$ cat config.mk
export PLATFORM = sky130hd
export DESIGN_NAME = feature_spi_tx
export DESIGN_NICKNAME = d
export VERILOG_FILES = /design/src/rtl/conv_study_pkg.sv /design/src/rtl/feature_vec_fifo.sv /design/src/rtl/feature_spi_tx.sv
export SDC_FILE = /design/constraint.sdc
export NUM_CORES = 1
export LEC_CHECK = 0
export ABC_AREA = 1
export BUFFER_PORTS_ARGS = -buffer_cell sky130_fd_sc_hd__buf_2
export CAP_MARGIN = 15
export CORE_MARGIN = 5
export CORE_UTILIZATION = 35
export CTS_BUF_LIST = sky130_fd_sc_hd__clkbuf_4
export CTS_CLUSTER_DIAMETER = 50
export DETAILED_ROUTE_END_ITERATION = 12
export PLACE_DENSITY_LB_ADDON = 0.08
export SLEW_MARGIN = 20
export SYNTH_ARGS = -nofsm -noshare
export SYNTH_HDL_FRONTEND = slang
export SYNTH_SLANG_ARGS = --single-unit
$ cat constraint.sdc
create_clock -name i_clk -period 3.9 [get_ports i_clk]
set_clock_uncertainty 0.05 [all_clocks]
set_input_delay 0.39 -clock i_clk [delete_from_list [all_inputs] [get_ports i_clk]]
set_output_delay 0.39 -clock i_clk [all_outputs]
set_load 0.01 [all_outputs]
$ cat src/rtl/conv_study_pkg.sv
// Shared types and sizes for the conv / max_pool / feature SPI chain.
// A feature vector packs element 0 at the most-significant byte.
package conv_study_pkg;

   localparam int NUM_FEATURES = 6;
   localparam int FEATURE_W    = 8;
   localparam int FRAME_BITS   = NUM_FEATURES * FEATURE_W;

   typedef logic signed [0:NUM_FEATURES-1][FEATURE_W-1:0] feature_vec_t;

   typedef enum logic [1:0] {
      IDLE,
      SHIFT,
      HOLD,
      GAP
   } spi_state_t;

   // Serial order on the wire is f0[7] first through f5[0] last.
   function automatic logic [FRAME_BITS-1:0] pack_frame(input feature_vec_t v);
      logic [FRAME_BITS-1:0] r_res;
      r_res = '0;
      for (int i = 0; i < NUM_FEATURES; i++) begin
         r_res[FRAME_BITS-1-i*FEATURE_W -: FEATURE_W] = v[i];
      end
      return r_res;
   endfunction

endpackage

$ cat src/rtl/feature_vec_fifo.sv
// Single-clock FIFO of packed feature frames with full/empty flags.
// No bypass: data pushed in one cycle is visible at the read port the next.
module feature_vec_fifo
   import conv_study_pkg::*;
#(
   parameter int DEPTH = 4,
   parameter int W     = FRAME_BITS
) (
   input  logic         i_clk,
   input  logic         i_rst,
   input  logic         i_push,
   input  logic [W-1:0] i_data,
   input  logic         i_pop,
   output logic [W-1:0] o_data,
   output logic         o_full,
   output logic         o_empty
);

   localparam int AW = (DEPTH > 1) ? $clog2(DEPTH) : 1;
   localparam logic [AW:0]   CNT_ONE = (AW+1)'(1);
   localparam logic [AW:0]   CNT_MAX = (AW+1)'(DEPTH);
   localparam logic [AW-1:0] PTR_ONE = AW'(1);

   logic [W-1:0]  r_mem [DEPTH];
   logic [AW-1:0] r_wr_ptr;
   logic [AW-1:0] r_rd_ptr;
   logic [AW:0]   r_count;
   logic          w_push;
   logic          w_pop;

   assign o_full  = (r_count == CNT_MAX);
   assign o_empty = (r_count == '0);
   assign w_push  = i_push && !o_full;
   assign w_pop   = i_pop && !o_empty;
   assign o_data  = r_mem[r_rd_ptr];

   // Power-of-two depth lets the pointers wrap by natural overflow.
   always_ff @(posedge i_clk or posedge i_rst) begin
      if (i_rst) begin
         r_wr_ptr <= '0;
         r_rd_ptr <= '0;
         r_count  <= '0;
      end else begin
         if (w_push) r_wr_ptr <= r_wr_ptr + PTR_ONE;
         if (w_pop)  r_rd_ptr <= r_rd_ptr + PTR_ONE;
         case ({w_push, w_pop})
            2'b10:   r_count <= r_count + CNT_ONE;
            2'b01:   r_count <= r_count - CNT_ONE;
            default: r_count <= r_count;
         endcase
      end
   end

   always_ff @(posedge i_clk) begin
      if (w_push) r_mem[r_wr_ptr] <= i_data;
   end

endmodule

$ cat src/rtl/feature_spi_tx.sv
// Buffers feature vectors and sends each as one 48-bit SPI mode-0 frame,
// followed by a hold period and an inter-frame gap with chip select high.
module feature_spi_tx
   import conv_study_pkg::*;
#(
   parameter int CLK_DIV    = 4,
   parameter int FIFO_DEPTH = 4
) (
   input  logic         i_clk,
   input  logic         i_rst,
   input  logic         i_feature_valid,
   input  feature_vec_t i_features,
   output logic         o_ready,
   output logic         o_sclk,
   output logic         o_cs_n,
   output logic         o_mosi,
   output logic         o_busy,
   output logic         o_frame_done
);

   localparam logic [7:0] DIV_LAST = 8'(CLK_DIV - 1);
   localparam logic [5:0] LAST_BIT = 6'(FRAME_BITS - 1);

   logic                  w_full;
   logic                  w_empty;
   logic                  w_push;
   logic                  w_pop;
   logic [FRAME_BITS-1:0] w_frame_in;
   logic [FRAME_BITS-1:0] w_fifo_data;

   spi_state_t            r_state;
   logic [FRAME_BITS-1:0] r_shift;
   logic [7:0]            r_div;
   logic [5:0]            r_bit;
   logic                  r_sclk;
   logic                  r_cs_n;
   logic                  r_busy;
   logic                  r_frame_done;

   assign o_ready    = !w_full;
   assign w_push     = i_feature_valid && o_ready;
   assign w_pop      = (r_state == IDLE) && !w_empty;
   assign w_frame_in = pack_frame(i_features);

   feature_vec_fifo #(
      .DEPTH (FIFO_DEPTH),
      .W     (FRAME_BITS)
   ) u_fifo (
      .i_clk   (i_clk),
      .i_rst   (i_rst),
      .i_push  (w_push),
      .i_data  (w_frame_in),
      .i_pop   (w_pop),
      .o_data  (w_fifo_data),
      .o_full  (w_full),
      .o_empty (w_empty)
   );

   // MOSI is the shifter MSB; clearing the shifter keeps MOSI low outside frames.
   assign o_mosi       = r_shift[FRAME_BITS-1];
   assign o_sclk       = r_sclk;
   assign o_cs_n       = r_cs_n;
   assign o_busy       = r_busy;
   assign o_frame_done = r_frame_done;

   always_ff @(posedge i_clk or posedge i_rst) begin
      if (i_rst) begin
         r_state      <= IDLE;
         r_shift      <= '0;
         r_div        <= '0;
         r_bit        <= '0;
         r_sclk       <= 1'b0;
         r_cs_n       <= 1'b1;
         r_busy       <= 1'b0;
         r_frame_done <= 1'b0;
      end else begin
         r_frame_done <= 1'b0;
         case (r_state)
            IDLE: begin
               r_div  <= '0;
               r_bit  <= '0;
               r_sclk <= 1'b0;
               if (!w_empty) begin
                  r_shift <= w_fifo_data;
                  r_cs_n  <= 1'b0;
                  r_busy  <= 1'b1;
                  r_state <= SHIFT;
               end
            end
            SHIFT: begin
               if (r_div == DIV_LAST) begin
                  r_div <= '0;
                  if (!r_sclk) begin
                     r_sclk <= 1'b1;
                  end else begin
                     r_sclk <= 1'b0;
                     if (r_bit == LAST_BIT) begin
                        r_shift <= '0;
                        r_bit   <= '0;
                        r_state <= HOLD;
                     end else begin
                        r_shift <= {r_shift[FRAME_BITS-2:0], 1'b0};
                        r_bit   <= r_bit + 6'd1;
                     end
                  end
               end else begin
                  r_div <= r_div + 8'd1;
               end
            end
            HOLD: begin
               if (r_div == DIV_LAST) begin
                  r_div        <= '0;
                  r_cs_n       <= 1'b1;
                  r_frame_done <= 1'b1;
                  r_state      <= GAP;
               end else begin
                  r_div <= r_div + 8'd1;
               end
            end
            GAP: begin
               // Two divider periods, tracked in r_bit[0] so the 8-bit divider never overflows.
               if (r_div == DIV_LAST) begin
                  r_div <= '0;
                  if (r_bit[0]) begin
                     r_bit   <= '0;
                     r_busy  <= 1'b0;
                     r_state <= IDLE;
                  end else begin
                     r_bit <= 6'd1;
                  end
               end else begin
                  r_div <= r_div + 8'd1;
               end
            end
            default: r_state <= IDLE;
         endcase
      end
   end

endmodule

* Word-level counts from Yosys, hierarchy flattened
Memory sizes are Yosys's and may differ from the RTL's. Cells that the tools add are included.
Operators by class: add/sub/neg operators 6, equality and inequality tests 15, multiplexer cells 36, reduce and logical (&&, ||, !) cells 20
Operator list (number):
- $mux 48 | 4
- $pmux 48 s2 | 1
- $mux 6 | 4
- $pmux 6 s3 | 1
- $pmux 8 s2 | 1
- $mux 2 | 7
- $ne 2x2->1 const B | 7
- $mux 1 | 12
- $reduce_and 4->1 | 3
- $add 8x1->8 const B | 1
- $eq 8x2->1 const B | 1
- $mux 8 | 1
- $pmux 2 s4 | 1
- $reduce_bool 2->1 | 4
- $reduce_and 7->1 | 1
- $add 6x1->6 const B | 1
- $eq 2x2->1 const B | 3
- $eq 6x6->1 const B | 1
- $pmux 1 s2 | 3
- $pmux 3 s2 | 1
- $add 2x1->2 const B | 2
- $eq 2x1->1 const B | 2
- $logic_and 1x1->1 | 4
- $add 3x1->3 const B | 1
- other kinds (9) | 10
Storage, ports and cells: register bits after elaboration 75, memory bits (writable) 192, input bits 51, output and inout bits 6, word-level logic and storage cells 89, memories kept 1
Memories:
- u_fifo.r_mem | words 4, width 48, read ports 1, clocked after Yosys merged registers in 0, wr ports 1, RTL line feature_vec_fifo.sv:24 | logic [W-1:0] r_mem [DEPTH];

* Logic depth before layout (Yosys ltp)
depth after elaboration 6, gate-level depth with buffers 12, gate-level depth less buffers 10

* Modules after synthesis
A second synthesis with hierarchy kept.
Second synthesis, totals: cell total of the unflattened synthesis 1153, area total of the unflattened synthesis 11861.4 sq um
By module, submodules not included:
- feature_vec_fifo | instances 1, cells an instance 623, area an instance 8136.6 sq um, seq. area each 5940.7 sq um
- feature_spi_tx | instances 1, cells an instance 530, area an instance 3724.8 sq um, seq. area each 1702.9 sq um

* Worst setup path before layout
No wires, ideal clock.
path kind flip-flop to flip-flop, from register u_fifo.r_count[0], to memory u_fifo.r_mem[0][0] (netlist bit), enable pin, setup time 0.454 ns, arrival 2.769 ns, data required time 3.396 ns, slack 0.627 ns, cell stages (with the launch flop) 5, buffers on the path 0, period minus slack after synthesis 3.273 ns, path through dfrtp_1 nor2_1 nand2_1 nand2_1 nor2_1
Between the ends: cells in the longest elaborated chain, start to end 6
RTL lines:
- from (decl) | RTL line feature_vec_fifo.sv:27 | logic [AW:0] r_count;
- from (signal assigned) | RTL line feature_vec_fifo.sv:47 | 2'b10: r_count <= r_count + CNT_ONE;
- from (signal assigned) | RTL line feature_vec_fifo.sv:48 | 2'b01: r_count <= r_count - CNT_ONE;
- from (signal assigned) | RTL line feature_vec_fifo.sv:49 | default: r_count <= r_count;
- $eq 3x3->1 (*) | RTL line feature_vec_fifo.sv:31 | assign o_full = (r_count == CNT_MAX);
- $logic_not 1->1 (*) | RTL line feature_spi_tx.sv:40 | assign o_ready = !w_full;
- via o_ready | RTL line feature_spi_tx.sv:13 | output logic o_ready,
- $logic_and 1x1->1 | RTL line feature_spi_tx.sv:41 | assign w_push = i_feature_valid && o_ready;
- $logic_and 1x1->1 (*) | RTL line feature_vec_fifo.sv:33 | assign w_push = i_push && !o_full;
- $mux 1 (*) | RTL line feature_vec_fifo.sv:55 | if (w_push) r_mem[r_wr_ptr] <= i_data;
- $mux 1 (not written as such) (*) | RTL line feature_vec_fifo.sv:55
- to (decl) | RTL line feature_vec_fifo.sv:24
The timed path passes the listed nets; every way through them passes the cells marked *.

* Worst setup path in the final report
from register r_state[1], to register r_shift[0]
Between the ends: cells in the longest elaborated chain, start to end 3, elaborated cells between the ends (all ways) 8, those cells by class eq/ne (4); mux (1); reduce/logical (3)
RTL lines:
- from (decl) | RTL line feature_spi_tx.sv:31 | spi_state_t r_state;
- from (signal assigned) | RTL line feature_spi_tx.sv:68 | r_state <= IDLE;
- from (signal assigned) | RTL line feature_spi_tx.sv:87 | r_state <= SHIFT;
- from (signal assigned) | RTL line feature_spi_tx.sv:100 | r_state <= HOLD;
- $eq 2x1->1 or $logic_not 2->1 (tied branches) | RTL line feature_spi_tx.sv:78 | case (r_state)
- $ne 2x2->1 (no source line) or $reduce_bool 2->1 (tied branches)
- $reduce_and 4->1 (no source line)
- to (signal assigned) | RTL line feature_spi_tx.sv:84 | r_shift <= w_fifo_data;
- to (signal assigned) | RTL line feature_spi_tx.sv:102 | r_shift <= {r_shift[FRAME_BITS-2:0], 1'b0};
- to (decl) | RTL line feature_spi_tx.sv:32 | logic [FRAME_BITS-1:0] r_shift;
Several ways; a longest one is shown, not always the timed one. A chain may end at the register's enable or synchronous reset.

==> impl_metrics.env <==
export IMPL_endpoint_kind="flop"
export IMPL_grt_usage=0.1490
export IMPL_nFillCells=3239
export IMPL_crit_fanout=52
export IMPL_yosys_warnings=0
export IMPL_clock_sinks=267
export IMPL_synthDistinctLibCells=29
export IMPL_leakage_uw=0.005672
export IMPL_syn_mean_instance_area_um2=10.08
export IMPL_grt_max_degree=98
export IMPL_synth_nets=1194
export IMPL_grt_pass1_wl_mm=43.17
export IMPL_start_util=0.3521
export IMPL_htree_levels=3
export IMPL_vias=8042
export IMPL_arrival_ns=3.03
export IMPL_fmax_mhz=402.9
export IMPL_post_route_period_util=0.6364
export IMPL_clkPwrFrac=0.390
export IMPL_hp_class="in2async"
export IMPL_final_common_cell="nand2_1"
export IMPL_path_class="reg2reg"
export IMPL_p_per_area_nw_per_um2=507.7
export IMPL_status="complete, no violations"
export IMPL_final_setup_worst_slack_ns=1.418
export IMPL_ant_nets=0
export IMPL_synth_area_um2=11400
export IMPL_grt_pass1_vias=7932
export IMPL_finalNonFillerCells=1776
export IMPL_seq_area_frac_synth=0.6707
export IMPL_startpoint_type="flop"
export IMPL_internal_power_uw=5221
export IMPL_dp_hpwl_mm=13.78
export IMPL_multi_input_area_um2=3338
export IMPL_yosysTopAreaCellShare=0.5059
export IMPL_seqPwrFrac=0.520
export IMPL_ys_ff_latch=267
export IMPL_place_inst=1585
export IMPL_nets=1332
export IMPL_clkLatencyLatePin_ns=0.67
export IMPL_die_area_um2=36270
export IMPL_coreArea_um2=32370
export IMPL_cp_slowest_cell="buf_4"
export IMPL_gp_congestion=0.7048
export IMPL_place_ws_ns=1.401
export IMPL_synth_area_leaders="edfxtp_1 (51%), dfrtp_1 (16%), nand2_1 (11%)"
export IMPL_drc=0
export IMPL_wire_per_inst_um=14.98
export IMPL_critPathRequiredTime_ns=4.45
export IMPL_die_h_um=190.5
export IMPL_drv_cap=0
export IMPL_cts_path_max_buffers=3
export IMPL_rows=66
export IMPL_port_buffer_count=56
export IMPL_finalHoldViolCount=0
export IMPL_period_needed_ns=2.482
export IMPL_slew_headroom=0.3700
export IMPL_path_common_cell="nand2_1"
export IMPL_io_pins=57
export IMPL_pwr_share_comb=0.089
export IMPL_grt_setup_unrepaired="false"
export IMPL_swShare=0.2452
export IMPL_cts_resized=0
export IMPL_path_clk_slew_ns=0.06
export IMPL_ir_drop_v=0.0002392
export IMPL_grt_overflow=0
export IMPL_drive_gt1_frac=0.1645
export IMPL_area_growth_pct=19.55
export IMPL_total_power_uw=6918
export IMPL_cp_cell_sequence="inv_1 > ha_2 > buf_4 > nand2_1 > a21oi_4 > buf_4 > nand2_1 > nand2_1"
export IMPL_numCtsBuffers=75
export IMPL_seq_area_um2=7649
export IMPL_cp_num_buf_inv=3
export IMPL_tritoncts="yes"
export IMPL_critPathMaxStageDelay_ns=0.50
export IMPL_dr_pass1_iters=4
export IMPL_dieWidth_um=190.5
export IMPL_initialDrtViolationCount=367
export IMPL_antenna_found_initial=1
export IMPL_worst_pin_slew_ns=0.9450
export IMPL_final_cell_mix="nand2_1 (345), nor2_1 (218), edfxtp_1 (192)"
export IMPL_via_per_inst=4.528
export IMPL_crit_family="buffers and inverters"
export IMPL_setup_viol_count_final=0
export IMPL_syn_instance_count=1131
export IMPL_final_max_slew_viol_count=0
export IMPL_yosys_area_top_type="edfxtp_1"
export IMPL_setup_tns_ns=0
export IMPL_clockRootBuffer="clkbuf_4"
export IMPL_power_net_switching_uw=1696
export IMPL_routed_wl_mm=26.60
[cells by family (layout without fill, tap and decap cells)]
family                     count (synthesis)  count (layout)  share of synthesized area
and+or+nand+nor                          642             642                     0.2215
DFF                                      267             267                     0.6707
AOI/OAI and AO/OA                        109             109                    0.04863
buffers and inverters                     94             294                    0.03996
adders and majority gates                 12              12                    0.01383
xor gates and xnor gates                   7               7                   0.005379
other                                      0               3                          0
[cell type report]
cell class / instances / area share
antenna: 3 / 0.0005510
inverter: 35 / 0.01010
tap: 442 / 0.04059
sequential: 267 / 0.5613
timing repair buffer: 120 / 0.06575
clock inverter: 17 / 0.009458
clock buffer: 122 / 0.06722
multi-input combinational: 770 / 0.2450
[worst register-to-register path, delay by kind of cell, from the launching register on]
family	cells	cell delay, ns
buffers and inverters	3	1.06
and+or+nand+nor	3	0.55
DFF	1	0.41
adders and majority gates	1	0.20
AOI/OAI and AO/OA	1	0.16
[per-stage QoR]
| stage | utilization | cell area (um2) | hold slack, ns |
|---|---|---|---|
| 4_1_cts | 0.4207 | 13620 | 0.1927 |
| 3_3_place_gp | 0.3733 | 12080 | 0.3975 |
| 5_1_grt | 0.4209 | 13630 | 0.2376 |
| 6_report | 0.4209 | 13630 | 0.2544 |
| 2_1_floorplan | - | 11400 | 0.3815 |
| 3_5_place_dp | 0.3733 | 12080 | 0.3967 |
[power by group through the flow]
stage	Clock [uW]	Sequential [uW]	Combinational, uW
detailed placement	0	3660	607
floorplan	0	3670	306
CTS	2820	3600	647
global placement	0	3660	612
global route	2970	3630	698
finish	2700	3600	616
[per-layer routing]
layer | GRT usage | vias up | part of all wire
li1 | - | 4062 | -
met1 | 0.2003 | 3768 | 0.47
met2 | 0.2395 | 153 | 0.46
met3 | 0.03479 | 59 | 0.042
met4 | 0.05000 | 0 | 0.024
met5 | 0 | - | 0
[Yosys cell counts (all sizes together)]
cell type and instances:
nor2 224, dfrtp 74, fa 1, nand4 5, dfstp 1, xnor2 2, buf 40, or2 2
inv 35, nor3b 2, edfxtp 192, o21ai 102, a21oi 5, a21boi 1, clkbuf 19, nand3 64
ha 11, xor2 5, nand2 345, o21bai 1
[worst paths after layout]
kind | from | to | slack, ns | cells past startpoint
worst max-delay path | r_state[1]$_DFFE_PP0P_ | r_shift[0]$_DFFE_PP0P_ | 1.42 | 8
worst min-delay path | i_rst | r_bit[3]$_DFFE_PP0P_ | 0.25 | 3
worst max register to register | r_state[1]$_DFFE_PP0P_ | r_shift[0]$_DFFE_PP0P_ | 1.42 | 8
worst min register to register | r_div[0]$_DFF_PP0_ | r_div[0]$_DFF_PP0_ | 0.41 | 1
max in group asynchronous | i_rst | r_shift[43]$_DFFE_PP0P_ | 2.72 | 4
min in group i_clk | i_feature_valid | u_fifo.r_wr_ptr[0]$_DFFE_PP0P_ | 0.39 | 3
[state kept, by name, indices dropped and copies added (netlist names)]
register,flops
u_fifo.r_mem,192
r_shift,48
r_div,8
r_bit,6
u_fifo.r_count,3
r_state,2
u_fifo.r_rd_ptr,2
u_fifo.r_wr_ptr,2
o_busy,1
o_cs_n,1
o_frame_done,1
o_sclk,1
[repair_timing]
action | 4_1_cts | 5_1_grt
buffers inserted | 0 | 0
hold endpoints to repair | 219 | 0
endpoints found under the setup margin | 0 | 0
hold buffers | 49 | 0
Power figures use the tool's default switching activity.
